**src/rtl/wm8731_cfg_seq_if.sv**
```systemverilog
// Handshake bundle between the WM8731 configuration sequencer and the
// I2C write core.
//   I2C_ENABLE   : sequencer -> core, request one register write
//   I2C_DATA     : sequencer -> core, {7-bit reg addr, 9-bit data}
//   I2C_FINISHED : core -> sequencer, write complete (slow-tick domain)
interface wm8731_cfg_seq_if;
  logic        I2C_ENABLE;
  logic [15:0] I2C_DATA;
  logic        I2C_FINISHED;

  modport master (
    output I2C_ENABLE,
    output I2C_DATA,
    input  I2C_FINISHED
  );

  modport slave (
    input  I2C_ENABLE,
    input  I2C_DATA,
    output I2C_FINISHED
  );
endinterface

```
**src/rtl/wm8731_cfg_seq.sv**
```systemverilog
// Power-up configuration sequencer for the WM8731 codec. Walks an 11-entry
// register table and hands one word at a time to the I2C write core.
//   MCLK   : system clock
//   RESET  : asynchronous active-low reset
//   START  : one-cycle pulse, (re)runs the table from word 0 when idle/done/error
//   i2c    : ENABLE/DATA/FINISHED handshake to the I2C core (master side)
//   BUSY   : sequence running
//   DONE   : all words written, cleared by START
//   ERROR  : a word timed out waiting for FINISHED, cleared by START
//   INDEX  : current table index 0..10
module wm8731_cfg_seq #(
  parameter int unsigned GAP_CYCLES     = 2048,
  parameter int unsigned TIMEOUT_CYCLES = 65536,
  parameter bit          AUTO_START     = 1'b1
) (
  input  logic                    MCLK,
  input  logic                    RESET,
  input  logic                    START,
  wm8731_cfg_seq_if.master        i2c,
  output logic                    BUSY,
  output logic                    DONE,
  output logic                    ERROR,
  output logic [3:0]              INDEX
);

  localparam int unsigned   CNT_MAX    = (TIMEOUT_CYCLES > GAP_CYCLES) ? TIMEOUT_CYCLES : GAP_CYCLES;
  localparam int unsigned   CW         = $clog2(CNT_MAX);
  localparam logic [CW-1:0] TO_LAST    = CW'(TIMEOUT_CYCLES - 1);
  // The S_LOAD cycle also has ENABLE low, so the gap state ends one cycle
  // early to keep the total ENABLE-low time at exactly GAP_CYCLES.
  localparam logic [CW-1:0] GAP_LAST   = CW'(GAP_CYCLES - 2);
  localparam logic [3:0]    LAST_INDEX = 4'd10;

  typedef enum logic [2:0] {
    S_IDLE,
    S_LOAD,
    S_XFER,
    S_GAP,
    S_DONE,
    S_ERR
  } state_t;

  state_t        state, state_nx;
  logic [CW-1:0] cnt, cnt_nx;
  logic          enable_q, enable_nx;
  logic [15:0]   data_q, data_nx;
  logic          busy_nx, done_nx, error_nx;
  logic [3:0]    index_nx;
  logic          fin_meta, fin_sync, fin_prev, fin_pulse;

  function automatic logic [15:0] cfg_word(input logic [3:0] idx);
    logic [15:0] w;
    case (idx)
      4'd0:    w = 16'h1E00; // reset
      4'd1:    w = 16'h0017; // left line in
      4'd2:    w = 16'h0217; // right line in
      4'd3:    w = 16'h047B; // left headphone
      4'd4:    w = 16'h067B; // right headphone
      4'd5:    w = 16'h0812; // analog path
      4'd6:    w = 16'h0A06; // digital path
      4'd7:    w = 16'h0C00; // power down control
      4'd8:    w = 16'h0E02; // I2S, 16-bit
      4'd9:    w = 16'h1000; // sampling control
      4'd10:   w = 16'h1201; // active
      default: w = 16'h0000;
    endcase
    return w;
  endfunction

  assign i2c.I2C_ENABLE = enable_q;
  assign i2c.I2C_DATA   = data_q;

  // FINISHED comes from the slow-tick domain; synchronise and edge-detect.
  always_ff @(posedge MCLK or negedge RESET) begin
    if (!RESET) begin
      fin_meta <= 1'b0;
      fin_sync <= 1'b0;
      fin_prev <= 1'b0;
    end else begin
      fin_meta <= i2c.I2C_FINISHED;
      fin_sync <= fin_meta;
      fin_prev <= fin_sync;
    end
  end

  assign fin_pulse = fin_sync & ~fin_prev;

  always_ff @(posedge MCLK or negedge RESET) begin
    if (!RESET) begin
      state    <= S_IDLE;
      cnt      <= '0;
      enable_q <= 1'b0;
      data_q   <= '0;
      BUSY     <= 1'b0;
      DONE     <= 1'b0;
      ERROR    <= 1'b0;
      INDEX    <= '0;
    end else begin
      state    <= state_nx;
      cnt      <= cnt_nx;
      enable_q <= enable_nx;
      data_q   <= data_nx;
      BUSY     <= busy_nx;
      DONE     <= done_nx;
      ERROR    <= error_nx;
      INDEX    <= index_nx;
    end
  end

  always_comb begin
    state_nx  = state;
    cnt_nx    = cnt;
    enable_nx = enable_q;
    data_nx   = data_q;
    busy_nx   = BUSY;
    done_nx   = DONE;
    error_nx  = ERROR;
    index_nx  = INDEX;
    unique case (state)
      S_IDLE: begin
        if (AUTO_START || START) begin
          index_nx = '0;
          busy_nx  = 1'b1;
          state_nx = S_LOAD;
        end
      end
      S_LOAD: begin
        data_nx   = cfg_word(INDEX);
        enable_nx = 1'b1;
        cnt_nx    = '0;
        state_nx  = S_XFER;
      end
      S_XFER: begin
        // A FINISHED edge in the last allowed cycle still counts as success.
        if (fin_pulse) begin
          enable_nx = 1'b0;
          cnt_nx    = '0;
          state_nx  = S_GAP;
        end else if (cnt == TO_LAST) begin
          enable_nx = 1'b0;
          error_nx  = 1'b1;
          busy_nx   = 1'b0;
          state_nx  = S_ERR;
        end else begin
          cnt_nx = cnt + 1'b1;
        end
      end
      S_GAP: begin
        if (cnt == GAP_LAST) begin
          cnt_nx = '0;
          if (INDEX == LAST_INDEX) begin
            done_nx  = 1'b1;
            busy_nx  = 1'b0;
            state_nx = S_DONE;
          end else begin
            index_nx = INDEX + 4'd1;
            state_nx = S_LOAD;
          end
        end else begin
          cnt_nx = cnt + 1'b1;
        end
      end
      S_DONE, S_ERR: begin
        if (START) begin
          index_nx = '0;
          done_nx  = 1'b0;
          error_nx = 1'b0;
          busy_nx  = 1'b1;
          state_nx = S_LOAD;
        end
      end
      default: state_nx = S_IDLE;
    endcase
  end

endmodule

```
**src/flat_wrapper.sv**
```systemverilog
// flat-port wrapper written by rule: the top's interface ports become plain ports
module wm8731_cfg_seq_flat 
#(
  parameter int unsigned GAP_CYCLES     = 2048,
  parameter int unsigned TIMEOUT_CYCLES = 65536,
  parameter bit          AUTO_START     = 1'b1
)
  (MCLK, RESET, START, BUSY, DONE, ERROR, INDEX, i2c_I2C_ENABLE, i2c_I2C_DATA, i2c_I2C_FINISHED);
  wm8731_cfg_seq_if i2c_i ();
  input  logic MCLK;
  input  logic RESET;
  input  logic START;
  output logic BUSY;
  output logic DONE;
  output logic ERROR;
  output logic [3:0] INDEX;
  output wire logic [$bits(i2c_i.I2C_ENABLE)-1:0] i2c_I2C_ENABLE;
  output wire logic [$bits(i2c_i.I2C_DATA)-1:0] i2c_I2C_DATA;
  input wire logic [$bits(i2c_i.I2C_FINISHED)-1:0] i2c_I2C_FINISHED;
  assign i2c_I2C_ENABLE = i2c_i.I2C_ENABLE;
  assign i2c_I2C_DATA = i2c_i.I2C_DATA;
  assign i2c_i.I2C_FINISHED = i2c_I2C_FINISHED;
  wm8731_cfg_seq #(.GAP_CYCLES(GAP_CYCLES), .TIMEOUT_CYCLES(TIMEOUT_CYCLES), .AUTO_START(AUTO_START)) u_core (.MCLK(MCLK), .RESET(RESET), .START(START), .i2c(i2c_i), .BUSY(BUSY), .DONE(DONE), .ERROR(ERROR), .INDEX(INDEX));
endmodule
```
**config.mk**
```make
export PLATFORM = sky130hd
export DESIGN_NAME = wm8731_cfg_seq_flat
export DESIGN_NICKNAME = d
export VERILOG_FILES = /design/src/rtl/wm8731_cfg_seq_if.sv /design/src/rtl/wm8731_cfg_seq.sv /design/src/flat_wrapper.sv
export SDC_FILE = /design/constraint.sdc
export NUM_CORES = 1
export LEC_CHECK = 0
export CAP_MARGIN = 20
export CORE_ASPECT_RATIO = 0.8
export CORE_UTILIZATION = 39
export DETAILED_ROUTE_END_ITERATION = 16
export PLACE_DENSITY = 0.62
export SETUP_SLACK_MARGIN = 0.4
export SYNTH_ARGS = -nofsm -noshare
export SYNTH_HDL_FRONTEND = slang
export SYNTH_SLANG_ARGS = --single-unit
export TNS_END_PERCENT = 1
```
**constraint.sdc**
```tcl
create_clock -name MCLK -period 2.1 [get_ports MCLK]
set_input_delay 0.525 -clock MCLK [delete_from_list [all_inputs] [get_ports MCLK]]
set_output_delay 0.525 -clock MCLK [all_outputs]
set_load 0.03 [all_outputs]
```
# Word-level counts from Yosys, hierarchy flattened
# Memory sizes are Yosys's and may differ from the RTL's. A register that Yosys moved wholly into a read port is not among the register bits.
# Cells that the tools add are included.
[word_totals]
register_bits = 46
romBits = 176
in_bits = 4
elab_cells = 77
n_memories = 1
output_inout_bits = 24
[classes]
n_eq_ne = 16
n_bitwise = 2
n_reduce_logical = 16
add_sub_neg = 2
mux = 29
[memory_table]
columns = ["name", "words", "word_bits", "read_ports", "rd_ports_with_merged_regs", "wr", "line", "text"]
rows = [
  ["(no name shown)", 16, 11, 1, 1, 0, "wm8731_cfg_seq.sv:53", "case (idx)"],
]
[ops]
columns = ["operator", "count"]
rows = [
  ["$mux W16", 3],
  ["$pmux W16 S3", 1],
  ["$add A16 B1 Y16 const B", 1],
  ["$eq A16 B11 Y1 const B", 1],
  ["$eq A16 B16 Y1 const B", 1],
  ["$mux W3", 5],
  ["$pmux W3 S5", 1],
  ["$mux W4", 3],
  ["$pmux W4 S3", 1],
  ["$reduce_and A4 Y1", 3],
  ["$mux W1", 11],
  ["$eq A3 B2 Y1 const B", 2],
  ["$eq A3 B3 Y1 const B", 2],
  ["$ne A2 B1 Y1 const B", 3],
  ["$ne A2 B2 Y1 const B", 3],
  ["$pmux W1 S2", 3],
  ["$reduce_and A6 Y1", 1],
  ["$reduce_bool A2 Y1", 3],
  ["$reduce_bool A3 Y1", 2],
  ["$add A4 B1 Y4 const B", 1],
  ["$eq A4 B4 Y1 const B", 1],
  ["$pmux W1 S4", 1],
  ["$reduce_and A2 Y1", 2],
  ["$reduce_bool A4 Y1", 1],
  ["9 further kinds", 9],
]

# Depth between registers and ports, before layout
# Gate-level depths: netlist (run 1).
[depth]
ltp_word = 4
mapped_depth = 8
depth_no_buf = 7

# Least setup slack after synthesis (run 1)
# No wires, ideal clock.
[synth_timing]
kind = "reg-to-reg"
from = "register u_core.cnt[0]"
to = "register u_core.cnt[13]"
setup_slack_ps = 235
arrival_time_ps = 1796
path_buffers = 1
stages_incl_launch_ff = 9
t_required_ps = 2031
setup_ps = 69
synth_period_minus_slack_ps = 1865
cell_sequence = "dfrtp_1 inv_1 ha_1 and4b_1 and4_1 buf_6 a2bb2oi_4 or4_1 nand3_1"
[synth_between]
elab_chain_len = 4
word_cells_on_any_way = 9
cone_classes = "1 x add/sub; 3 x eq/ne; 4 x mux; 1 x reduce/logical"
[synth_rtl]
columns = ["item", "line", "text"]
rows = [
  ["start: declaration", "wm8731_cfg_seq.sv:44", "logic [CW-1:0] cnt, cnt_nx;"],
  ["start signal: assignment", "wm8731_cfg_seq.sv:100", "cnt <= cnt_nx;"],
  ["$add A16 B1 Y16", "wm8731_cfg_seq.sv:145, wm8731_cfg_seq.sv:160", ""],
  ["$mux W16", "wm8731_cfg_seq.sv:139", "end else if (cnt == TO_LAST) begin"],
  ["$mux W16", "wm8731_cfg_seq.sv:135", "if (fin_pulse) begin"],
  ["$pmux W16 S3", "wm8731_cfg_seq.sv:119", "unique case (state)"],
]
# Several ways; a longest one is shown, not always the timed one. The select of a mux whose other input is x is not followed.
# A chain may end at the register's enable or synchronous reset.

# Final worst setup path (run 1)
[layout_timing]
from = "register u_core.cnt[0]"
to = "register u_core.INDEX[0]"
[layout_between]
elab_chain_len = 3
[layout_rtl]
columns = ["item", "line", "text"]
rows = [
  ["$eq A16 B11 Y1", "wm8731_cfg_seq.sv:149", "if (cnt == GAP_LAST) begin"],
  ["$ne A2 B1 Y1 (no line)", "--", ""],
  ["$reduce_and A4 Y1 (no line)", "--", ""],
  ["end signal: assignment", "wm8731_cfg_seq.sv:106", "INDEX <= index_nx;"],
  ["end: declaration", "wm8731_cfg_seq.sv:23", "output logic [3:0] INDEX"],
]
# No other way between the ends.

==> impl_metrics.json, run 1 <==
{
  "cts_tree": "yes",
  "period_needed_ns": 1.904,
  "syn2layout_area_growth_pct": 24.03,
  "avgViaCountPerCell": 5.427,
  "avgSynthCellArea_um2": 9.281,
  "n_antenna_cell": 0,
  "required_ns": 2.27,
  "hp-class": "input pin to asynchronous set/reset pin",
  "dieArea_um2": 6118,
  "cp_slowest_stage_delay_ns": 0.45,
  "finalPower_mw": 3.584,
  "cts_htree_levels": 2,
  "r2r_start": "u_core.cnt[0]$_DFFE_PN0P_",
  "drtPass1Iterations": 4,
  "maxCapViolations": 0,
  "critPathLaunchType": "register",
  "root_buffer": "clkbuf_8",
  "critPathArrivalTime_ns": 2.08,
  "crit_start": "u_core.cnt[0]$_DFFE_PN0P_",
  "grt_util_all_layers_pct": 18.94,
  "layout.cells.most_common_list": "dfrtp_1 (38), nand2_1 (23), buf_4 (21)",
  "drtIter0Drc": 173,
  "status": "complete, no violations",
  "r2r_cells": 7,
  "fin_crit_sh_pct": 90.65,
  "grt_overflow_total": 0,
  "fmax_mhz": 525.3,
  "die_height_um": 70.16,
  "final-hold-violation-count": 0,
  "numPlacedInstances": 348,
  "clk-insertion-delay-late_ns": 0.29,
  "synth-edff-count": 0,
  "vdd_ir_drop_max_uv": 519.7,
  "drc": 0,
  "cp_top_family": "simple AND/OR/NAND/NOR gates",
  "async_flop_share_pct": 100.0,
  "setup.worst_path.class": "register to register",
  "yosysUniqueCellTypes": 51,
  "crit_chain": "inv_1, ha_1, and4b_1, and4_4, o21ai_4, a21o_2, mux2_2",
  "core_area_um2": 5525,
  "finalWorstSetupSlack_ns": 0.1964,
  "tightest_slew_ns": 0.6515,
  "place_hpwl_um": 3751,
  "grt_max_degree": 24,
  "setup_tns_ns": 0,
  "wl_per_cell_um": 14.83,
  "ys_seq_elements": 39,
  "path_clk_slew_ns": 0.08,
  "postSynthCellCount": 244,
  "layout-drive-gt1-share_pct": 18.73,
  "finalNonFillerCells": 361,
  "cts_sinks": 39,
  "synth_seq_area_share_pct": 43.09,
  "crit_cells": 7,
  "grt_pass1_wl_um": 8928,
  "relSlewSlack_pct": 56.40,
  "synth_area_leaders": "dfrtp_1 (43%), o21ai_0 (4.9%), nand2_1 (3.8%)",
  "cp-end-kind": "register",
  "cts_made_buffers": 5,
  "syn-cell-area_um2": 2265,
  "holdWs_ns": 0.1578,
  "setup_viol": 0,
  "final_common_cell": "dfrtp_1",
  "crit_fanout": 9,
  "clock_path_buffers": 2,
  "antenna_found_initial": 0,
  "pin_count": 28,
  "layout.nets": 293,
  "gp_congestion": 0.8413,
  "place_ws_ns": 0.04944,
  "power_density_nw_per_um2": 1276,
  "initial_core_util_pct": 40.99,
  "drt-total-wl_um": 5354,
  "maxSlewViolCount": 0,
  "slowest_stage": "dfrtp_1",
  "p_leak_nw": 1.220,
  "rows": 24,
  "dieWidth_um": 87.20,
  "grt_setup_unrepaired": "yes",
  "skew_ns": 0.009971,
  "yosysTopAreaCell": "dfrtp_1",
  "vias": 1959,
  "synth_top_flop_cell": "dfrtp_1",
  "path_buf_inv": 1,
  "io_buffers": 22,
  "final_antenna_net_count": 0,
  "synth.top_cell.area_share_pct": 43.09,
  "grt_pass1_vias": 1834,
  "ys_warn_count": 0
}
[synthesized netlist by cell type, drive strengths merged, types with 7 or more instances]
library cell and count:
nand3 12, a21oi 16, dfrtp 39, o31ai 7
nand2 24, buf 13, o21ai 23, nor2 20
inv 11
[routing by layer]
metal	GRT usage [%]	vias to the layer above	routed length (um)	part of all wire [%]
met1	29.80	935	2844	53
met4	6.193	0	69	1.3
met2	25.55	60	2223	42
li1	-	958	-	-
met5	0	-	0	0
met3	3.664	6	217	4.1
[power by group]
group / switching, mW / internal (mW) / leakage, nW / total [mW]
registers: 0.137 / 0.912 / 0.499 / 1.05
clock network: 0.266 / 0.258 / 0.0470 / 0.524
logic: 1.18 / 0.831 / 0.674 / 2.01
total: 1.58 / 2.00 / 1.22 / 3.58
[kinds of logic after synthesis]
kind of cell             synth area share (%)
other                                  0.1656
multiplexers                            1.878
adder cells (fa/ha/maj)                 3.315
XOR/XNOR                               0.7736
buffers and inverters                   7.182
AO/OA/AOI/OAI                           22.71
AND/OR/NAND/NOR                         20.88
flip-flops                              43.09
[registers in the layout, indices dropped and copies added, names as in the netlist]
name / flops
u_core.cnt: 16
u_core.i2c.I2C_DATA: 9
u_core.INDEX: 4
u_core.state: 3
u_core.BUSY: 1
u_core.DONE: 1
u_core.ERROR: 1
u_core.fin_meta: 1
u_core.fin_prev: 1
u_core.fin_sync: 1
u_core.i2c.I2C_ENABLE: 1
[worst reg2reg max path, delay by kind of cell, from the launching register on]
kind	cells	cell delay, ns
AOI/OAI and AO/OA	2	0.33
adders and majority gates	1	0.14
muxes	1	0.27
and+or+nand+nor	2	0.50
DFF	1	0.45
buffers and inverters	1	0.09
[stage by stage]
step	util [%]	area [um2]
6_report	50.84	2809
5_1_grt	50.84	2809
4_1_cts	49.59	2740
3_5_place_dp	47.55	2628
3_3_place_gp	47.55	2628
2_1_floorplan	-	2288
[area by class of cell]
cell class | count | area (um2)
clock buffers | 6 | 82.58
flip-flops and latches | 39 | 977.2
multi-input cells | 181 | 1205
fillers | 548 | 2716
well taps | 78 | 97.59
clock inverters | 1 | 5.005
repair buffers | 45 | 400.4
inverters | 11 | 41.29
[final timing paths]
check                                                      endpoint  slack, ns
max in group asynchronous       u_core.i2c.I2C_DATA[12]$_DFFE_PN0N_       1.47
worst min register to register            u_core.fin_sync$_DFF_PN0_       0.35
worst max-delay path                    u_core.INDEX[0]$_DFFE_PN0P_       0.20
worst min-delay path                      u_core.cnt[5]$_DFFE_PN0P_       0.16
min in group MCLK                         u_core.fin_sync$_DFF_PN0_       0.35
worst max register to register          u_core.INDEX[0]$_DFFE_PN0P_       0.20
[repair_timing]
| action | in CTS | in global routing |
|---|---|---|
| gates cloned | 1 | 0 |
| hold endpoints to repair | 0 | 0 |
| endpoints found under the setup margin | 44 | 46 |
| hold buffers | 0 | 0 |
| gates resized for setup | 6 | 11 |
| buffers inserted | 1 | 4 |
| pin swaps | 1 | 2 |
No activity file was read; power rests on OpenSTA's default activity.
==> run 2, diff against run 1 <==
- CORE_MARGIN: unset -> 10
==> impl_metrics.json, run 2 (same netlist as run 1, synthesis figures left out) <==
{
  "status": "complete, no violations",
  "rows": 24,
  "drt-total-wl_um": 5432,
  "die_height_um": 88.16,
  "antenna_found_initial": 0,
  "critPathArrivalTime_ns": 1.36,
  "combPwrFrac_pct": 56.0,
  "cp-end-kind": "output pin",
  "clk-insertion-delay-late_ns": 0.30,
  "hold_buffers": 0,
  "clock_path_buffers": 2,
  "skew_ns": 0.01510,
  "drtIter0Drc": 71,
  "power_frac_seq_pct": 29.7,
  "avgViaCountPerCell": 5.203,
  "cts_htree_levels": 2,
  "relSlewSlack_pct": 58.31,
  "period_needed_ns": 1.887,
  "path_clk_slew_ns": 0.08,
  "worstReg2RegEnd": "u_core.cnt[13]$_DFFE_PN0P_",
  "met3_usage_pct": 3.375,
  "top_register": "u_core.cnt",
  "tightest_slew_ns": 0.6230,
  "required_ns": 1.57,
  "core_area_um2": 5525,
  "use_met1_pct": 16.61,
  "n_fill_cell": 560,
  "setup.worst_path.class": "register to output pin",
  "io_buffers": 22,
  "syn2layout_area_growth_pct": 21.88,
  "n_antenna_cell": 0,
  "vias": 1868,
  "fin_crit_sh_pct": 89.86,
  "maxSlewViolCount": 0,
  "slowest_stage": "clkdlybuf4s50_1",
  "power_density_nw_per_um2": 1269,
  "r2r_cells": 8,
  "p_clk_share_pct": 14.3,
  "drc": 0,
  "r2r_start": "u_core.cnt[0]$_DFFE_PN0P_",
  "swShare_pct": 44.96,
  "fmax_mhz": 529.9,
  "p_leak_nw": 1.207,
  "layout-drive-gt1-share_pct": 17.44,
  "grt_max_degree": 21,
  "r2r_slack_ns": 0.22,
  "grt_pass1_vias": 1738,
  "crit_chain": "clkdlybuf4s50_1",
  "wl_per_cell_um": 15.13,
  "cp_top_family": "buffers and inverters",
  "grt_use_met2_pct": 16.41,
  "setup_viol": 0,
  "cts_sinks": 39,
  "internal_power_mw": 1.928,
  "gp_congestion": 0.8119,
  "cts_made_buffers": 5,
  "dieWidth_um": 105.2,
  "numPlacedInstances": 348,
  "layout.cells.most_common_list": "dfrtp_1 (39), nand2_1 (22), o21ai_0 (21)",
  "setup_tns_ns": 0,
  "critPathLaunchType": "register",
  "final-hold-violation-count": 0,
  "holdWs_ns": 0.1880,
  "path_buf_inv": 1,
  "vdd_ir_drop_max_uv": 405.5,
  "root_buffer": "clkbuf_8",
  "finalNonFillerCells": 359,
  "hp-class": "input pin to asynchronous set/reset pin",
  "final_antenna_net_count": 0,
  "seq_area_um2": 975.9,
  "cts_tree": "yes",
  "grt_util_all_layers_pct": 11.69,
  "grt_pass1_wl_um": 8914,
  "crit_fanout": 4,
  "p_switching_mw": 1.575,
  "place_hpwl_um": 3951,
  "multi_input_area_um2": 1184,
  "layout.nets": 290,
  "dieArea_um2": 9274,
  "initial_core_util_pct": 40.99,
  "pin_count": 28,
  "maxCapViolations": 0,
  "grt_overflow_total": 0,
  "drtPass1Iterations": 4,
  "grt_setup_unrepaired": "yes",
  "grt_busiest_layer": "met1",
  "final_common_cell": "dfrtp_1",
  "cp_slowest_stage_delay_ns": 0.68,
  "largest_reg_flops": 16
}
[run 2: cell types whose count changed in the layout (fill, tap and decap cells not counted), moves of 2 or more]
cell      delta
o21ai_0      +3
buf_4        -3
clkinv_2     +2
o21ai_1      -3
[run 2: worst max-delay path by stage]
stage / start / end / depth (start not counted) / slack, ns
floorplan: u_core.cnt[0]$_DFFE_PN0P_ / u_core.cnt[4]$_DFFE_PN0P_ / 6 / 0.31
global placement: START / u_core.INDEX[0]$_DFFE_PN0P_ / 5 / 0.18
detailed placement: u_core.cnt[0]$_DFFE_PN0P_ / u_core.cnt[7]$_DFFE_PN0P_ / 6 / 0.15
CTS: u_core.cnt[0]$_DFFE_PN0P_ / u_core.INDEX[0]$_DFFE_PN0P_ / 8 / 0.19
global route: u_core.cnt[11]$_DFFE_PN0P_ / u_core.INDEX[3]$_DFFE_PN0P_ / 6 / 0.14
finish: u_core.i2c.I2C_DATA[6]$_DFFE_PN0N_ / i2c_I2C_DATA[6] / 1 / 0.21
[run 2: worst reg2reg max path: stages, from the launching register on]
cell and delay, ns:
dfrtp_1 0.42, inv_1 0.06, ha_1 0.18, and4b_1 0.19, and4_4 0.16, buf_4 0.14
a2bb2oi_2 0.16, or4_1 0.43, nand3_1 0.08
[run 2: per-layer routing]
metal / vias up / part of all wire [%]
met3: 5 / 6.5
met5: - / 0
met1: 874 / 51
met4: 0 / 0.74
li1: 944 / -
met2: 45 / 42
[run 2: area by class of cell]
class,count,area share [%]
Clock buffer,5,2.493
Clock inverter,3,0.5440
Inverter,11,1.496
Multi-Input combinational cell,181,42.88
Sequential cell,39,35.36
Tap cell,78,3.536
Timing Repair Buffer,42,13.69
[run 2: repair_timing]
item,4_1_cts,5_1_grt
gates cloned,0,1
endpoints found under the setup margin,42,44
resized for setup,4,7
buffers inserted,0,2
pin swaps,2,1
[run 2: metrics by stage]
step | instance area, um2 | util [%] | setup slack, ns | total power [mW]
after floorplan | 2288 | - | 0.3080 | 2.309
after global placement | 2628 | 47.55 | 0.1805 | 2.935
after detailed placement | 2628 | 47.55 | 0.1452 | 2.940
after CTS | 2711 | 49.07 | 0.1865 | 3.455
after global routing | 2760 | 49.95 | 0.1377 | 3.772
final | 2760 | 49.95 | 0.2130 | 3.503
[run 2: power by group through the flow]
| stage | registers (mW) | clock network (mW) | logic, mW |
|---|---|---|---|
| detailed placement | 1.05 | 0 | 1.89 |
| finish | 1.04 | 0.500 | 1.96 |
| global route | 1.07 | 0.566 | 2.14 |
| global placement | 1.05 | 0 | 1.88 |
| floorplan | 1.26 | 0 | 1.05 |
| CTS | 1.04 | 0.525 | 1.89 |
==> run 3, diff against run 2 <==
- ABC_AREA: unset -> 1
- CELL_PAD_IN_SITES_DETAIL_PLACEMENT: unset -> 0
- CELL_PAD_IN_SITES_GLOBAL_PLACEMENT: unset -> 2
- CORE_UTILIZATION: 39 -> 32
- GPL_TIMING_DRIVEN: unset -> 0
- PLACE_DENSITY: 0.62 -> 0.82
==> impl_metrics.json, run 3 <==
{
  "p_leak_nw": 1.395,
  "grt_pass1_wl_um": 10820,
  "clk-insertion-delay-late_ns": 0.29,
  "period_needed_ns": 1.895,
  "cts_made_buffers": 5,
  "synthTopCellsByCount": "nand2_1 (98), dfrtp_1 (39), nand3_1 (37), nor2_1 (37), inv_1 (31)",
  "finalPower_mw": 3.124,
  "avgSynthCellArea_um2": 7.267,
  "final-hold-violation-count": 0,
  "rows": 28,
  "layout-drive-gt1-share_pct": 10.99,
  "p_clk_share_pct": 16.4,
  "wl_per_cell_um": 13.52,
  "hp-class": "input pin to asynchronous set/reset pin",
  "synth_seq_area_share_pct": 39.74,
  "drtPass1Iterations": 4,
  "yosysTopAreaCell": "dfrtp_1",
  "cts_sinks": 39,
  "postPlaceCellArea_um2": 2839,
  "ys_seq_elements": 39,
  "grt_overflow_total": 0,
  "setup_tns_ns": 0,
  "yosysMostFrequentCell": "nand2_1",
  "die_height_um": 98.36,
  "cts_tree": "yes",
  "power_frac_seq_pct": 33.0,
  "path_buf_inv": 1,
  "crit_fanout": 4,
  "holdWs_ns": 0.1272,
  "critPathLaunchType": "register",
  "grt_setup_unrepaired": "yes",
  "n_antenna_cell": 0,
  "synth_top_flop_cell": "dfrtp_1",
  "required_ns": 1.57,
  "maxSlewViolCount": 0,
  "syn-cell-area_um2": 2456,
  "synth_area_leaders": "dfrtp_1 (40%), nand2_1 (15%), nand3_1 (7.5%)",
  "p_switching_mw": 1.462,
  "setup_viol": 0,
  "layout.nets": 382,
  "grt_pass1_vias": 2096,
  "cts_htree_levels": 2,
  "setup.worst_path.class": "register to output pin",
  "ys_warn_count": 0,
  "vdd_ir_drop_max_uv": 401.3,
  "maxCapViolations": 0,
  "power_density_nw_per_um2": 1066,
  "relSlewSlack_pct": 63.02,
  "fmax_mhz": 527.6,
  "core_area_um2": 7427,
  "synth.top_cell.area_share_pct": 39.74,
  "fin_crit_sh_pct": 90.26,
  "drc": 0,
  "cp_top_family": "buffers and inverters",
  "io_buffers": 22,
  "r2r_slack_ns": 0.33,
  "r2r_start": "u_core.cnt[0]$_DFFE_PN0P_",
  "path_clk_slew_ns": 0.08,
  "final_antenna_net_count": 0,
  "cp-end-kind": "output pin",
  "top_register": "u_core.cnt",
  "initial_core_util_pct": 33.07,
  "skew_ns": 0.004749,
  "worstReg2RegEnd": "u_core.cnt[15]$_DFFE_PN0P_",
  "yosysUniqueCellTypes": 32,
  "gp_congestion": 0.8100,
  "final_common_cell": "nand2_1",
  "layout.cells.most_common_list": "nand2_1 (98), dfrtp_1 (38), nand3_1 (37), nor2_1 (37), inv_1 (31)",
  "dieWidth_um": 118.0,
  "place_hpwl_um": 4930,
  "internal_power_mw": 1.662,
  "postSynthCellCount": 338,
  "combPwrFrac_pct": 50.6,
  "synth-edff-count": 0,
  "grt_max_degree": 27,
  "root_buffer": "clkbuf_8",
  "status": "complete, no violations",
  "clock_path_buffers": 2,
  "r2r_cells": 11,
  "async_flop_share_pct": 100.0,
  "crit_chain": "clkdlybuf4s50_1",
  "tightest_slew_ns": 0.5489,
  "swShare_pct": 46.81,
  "dieArea_um2": 11600,
  "avgViaCountPerCell": 4.711,
  "drtIter0Drc": 141,
  "syn2layout_area_growth_pct": 19.31,
  "grt_util_all_layers_pct": 11.19,
  "drt-total-wl_um": 6462,
  "vias": 2252,
  "final_area_um2": 2930,
  "pin_count": 28,
  "hold_buffers": 0,
  "slowest_stage": "clkdlybuf4s50_1",
  "critPathArrivalTime_ns": 1.37,
  "antenna_found_initial": 0,
  "largest_reg_flops": 16,
  "cp_slowest_stage_delay_ns": 0.69
}
## run 3: cell count changes after synthesis, sizes merged, moves of 10 or more
cell and change:
nand2 +79, nand3 +26, inv +25, nor2 +25
nand4 +15, a21oi -11, o21ai -10
## run 3: metrics by stage
stage          worst slack [ns]  cells  utilization, %
2_1_floorplan            0.4959    342               -
6_report                 0.2046    478           39.45
3_5_place_dp             0.2284    470           38.22
4_1_cts                  0.1696    478           39.25
5_1_grt                  0.1463    478           39.45
3_3_place_gp            -0.7345    469           38.02
## run 3: kinds of logic after synthesis
| kind of cell | after synthesis | synth area share [%] |
|---|---|---|
| DFF | 39 | 39.74 |
| and+or+nand+nor | 209 | 39.17 |
| adders and majority gates | 6 | 3.056 |
| other | 1 | 0.1527 |
| AOI/OAI and AO/OA | 28 | 6.877 |
| xor gates and xnor gates | 5 | 1.783 |
| buffers and inverters | 50 | 9.220 |
## run 3: worst max path at each step
| stage | startpoint | to | cells after the start |
|---|---|---|---|
| floorplan | u_core.INDEX[0]$_DFFE_PN0P_ | u_core.INDEX[1]$_DFFE_PN0P_ | 10 |
| finish | u_core.i2c.I2C_DATA[6]$_DFFE_PN0N_ | i2c_I2C_DATA[3] | 1 |
| global placement | RESET | u_core.INDEX[0]$_DFFE_PN0P_ | 1 |
| global route | u_core.cnt[0]$_DFFE_PN0P_ | u_core.cnt[13]$_DFFE_PN0P_ | 10 |
| CTS | u_core.INDEX[0]$_DFFE_PN0P_ | INDEX[0] | 1 |
| detailed placement | u_core.cnt[1]$_DFFE_PN0P_ | u_core.cnt[15]$_DFFE_PN0P_ | 11 |
## run 3: routing by layer
metal  vias up  wire length [um]  share of wire, %  GRT usage [%]
met4         0                28              0.43          3.131
met2        38              2775                43          16.62
met1      1057              3361                52          15.52
li1       1155                 -                 -              -
met5         -                 0                 0              0
met3         2               296               4.6          2.992
## run 3: what timing repair did
item	4_1_cts	5_1_grt
gates resized for setup	4	3
pin swaps	0	0
setup endpoints to repair	42	54
setup buffers	0	0
## run 3: layout make-up
| class | instances | area, um2 |
|---|---|---|
| buffer | 13 | 87.58 |
| clock buffer | 7 | 76.32 |
| clock inverter | 1 | 5.005 |
| fill | 826 | 4497 |
| inverter | 37 | 138.9 |
| multi-input combinational | 253 | 1281 |
| sequential | 39 | 977.2 |
| tap | 105 | 131.4 |
| timing repair buffer | 23 | 232.7 |
## run 3: power groups by stage
stage	logic, mW	clock network (mW)	registers, mW
after CTS	1.61	0.529	1.03
after floorplan	0.891	0	1.21
after global placement	1.61	0	1.04
after global routing	1.76	0.565	1.06
after detailed placement	1.61	0	1.04
final	1.58	0.512	1.03
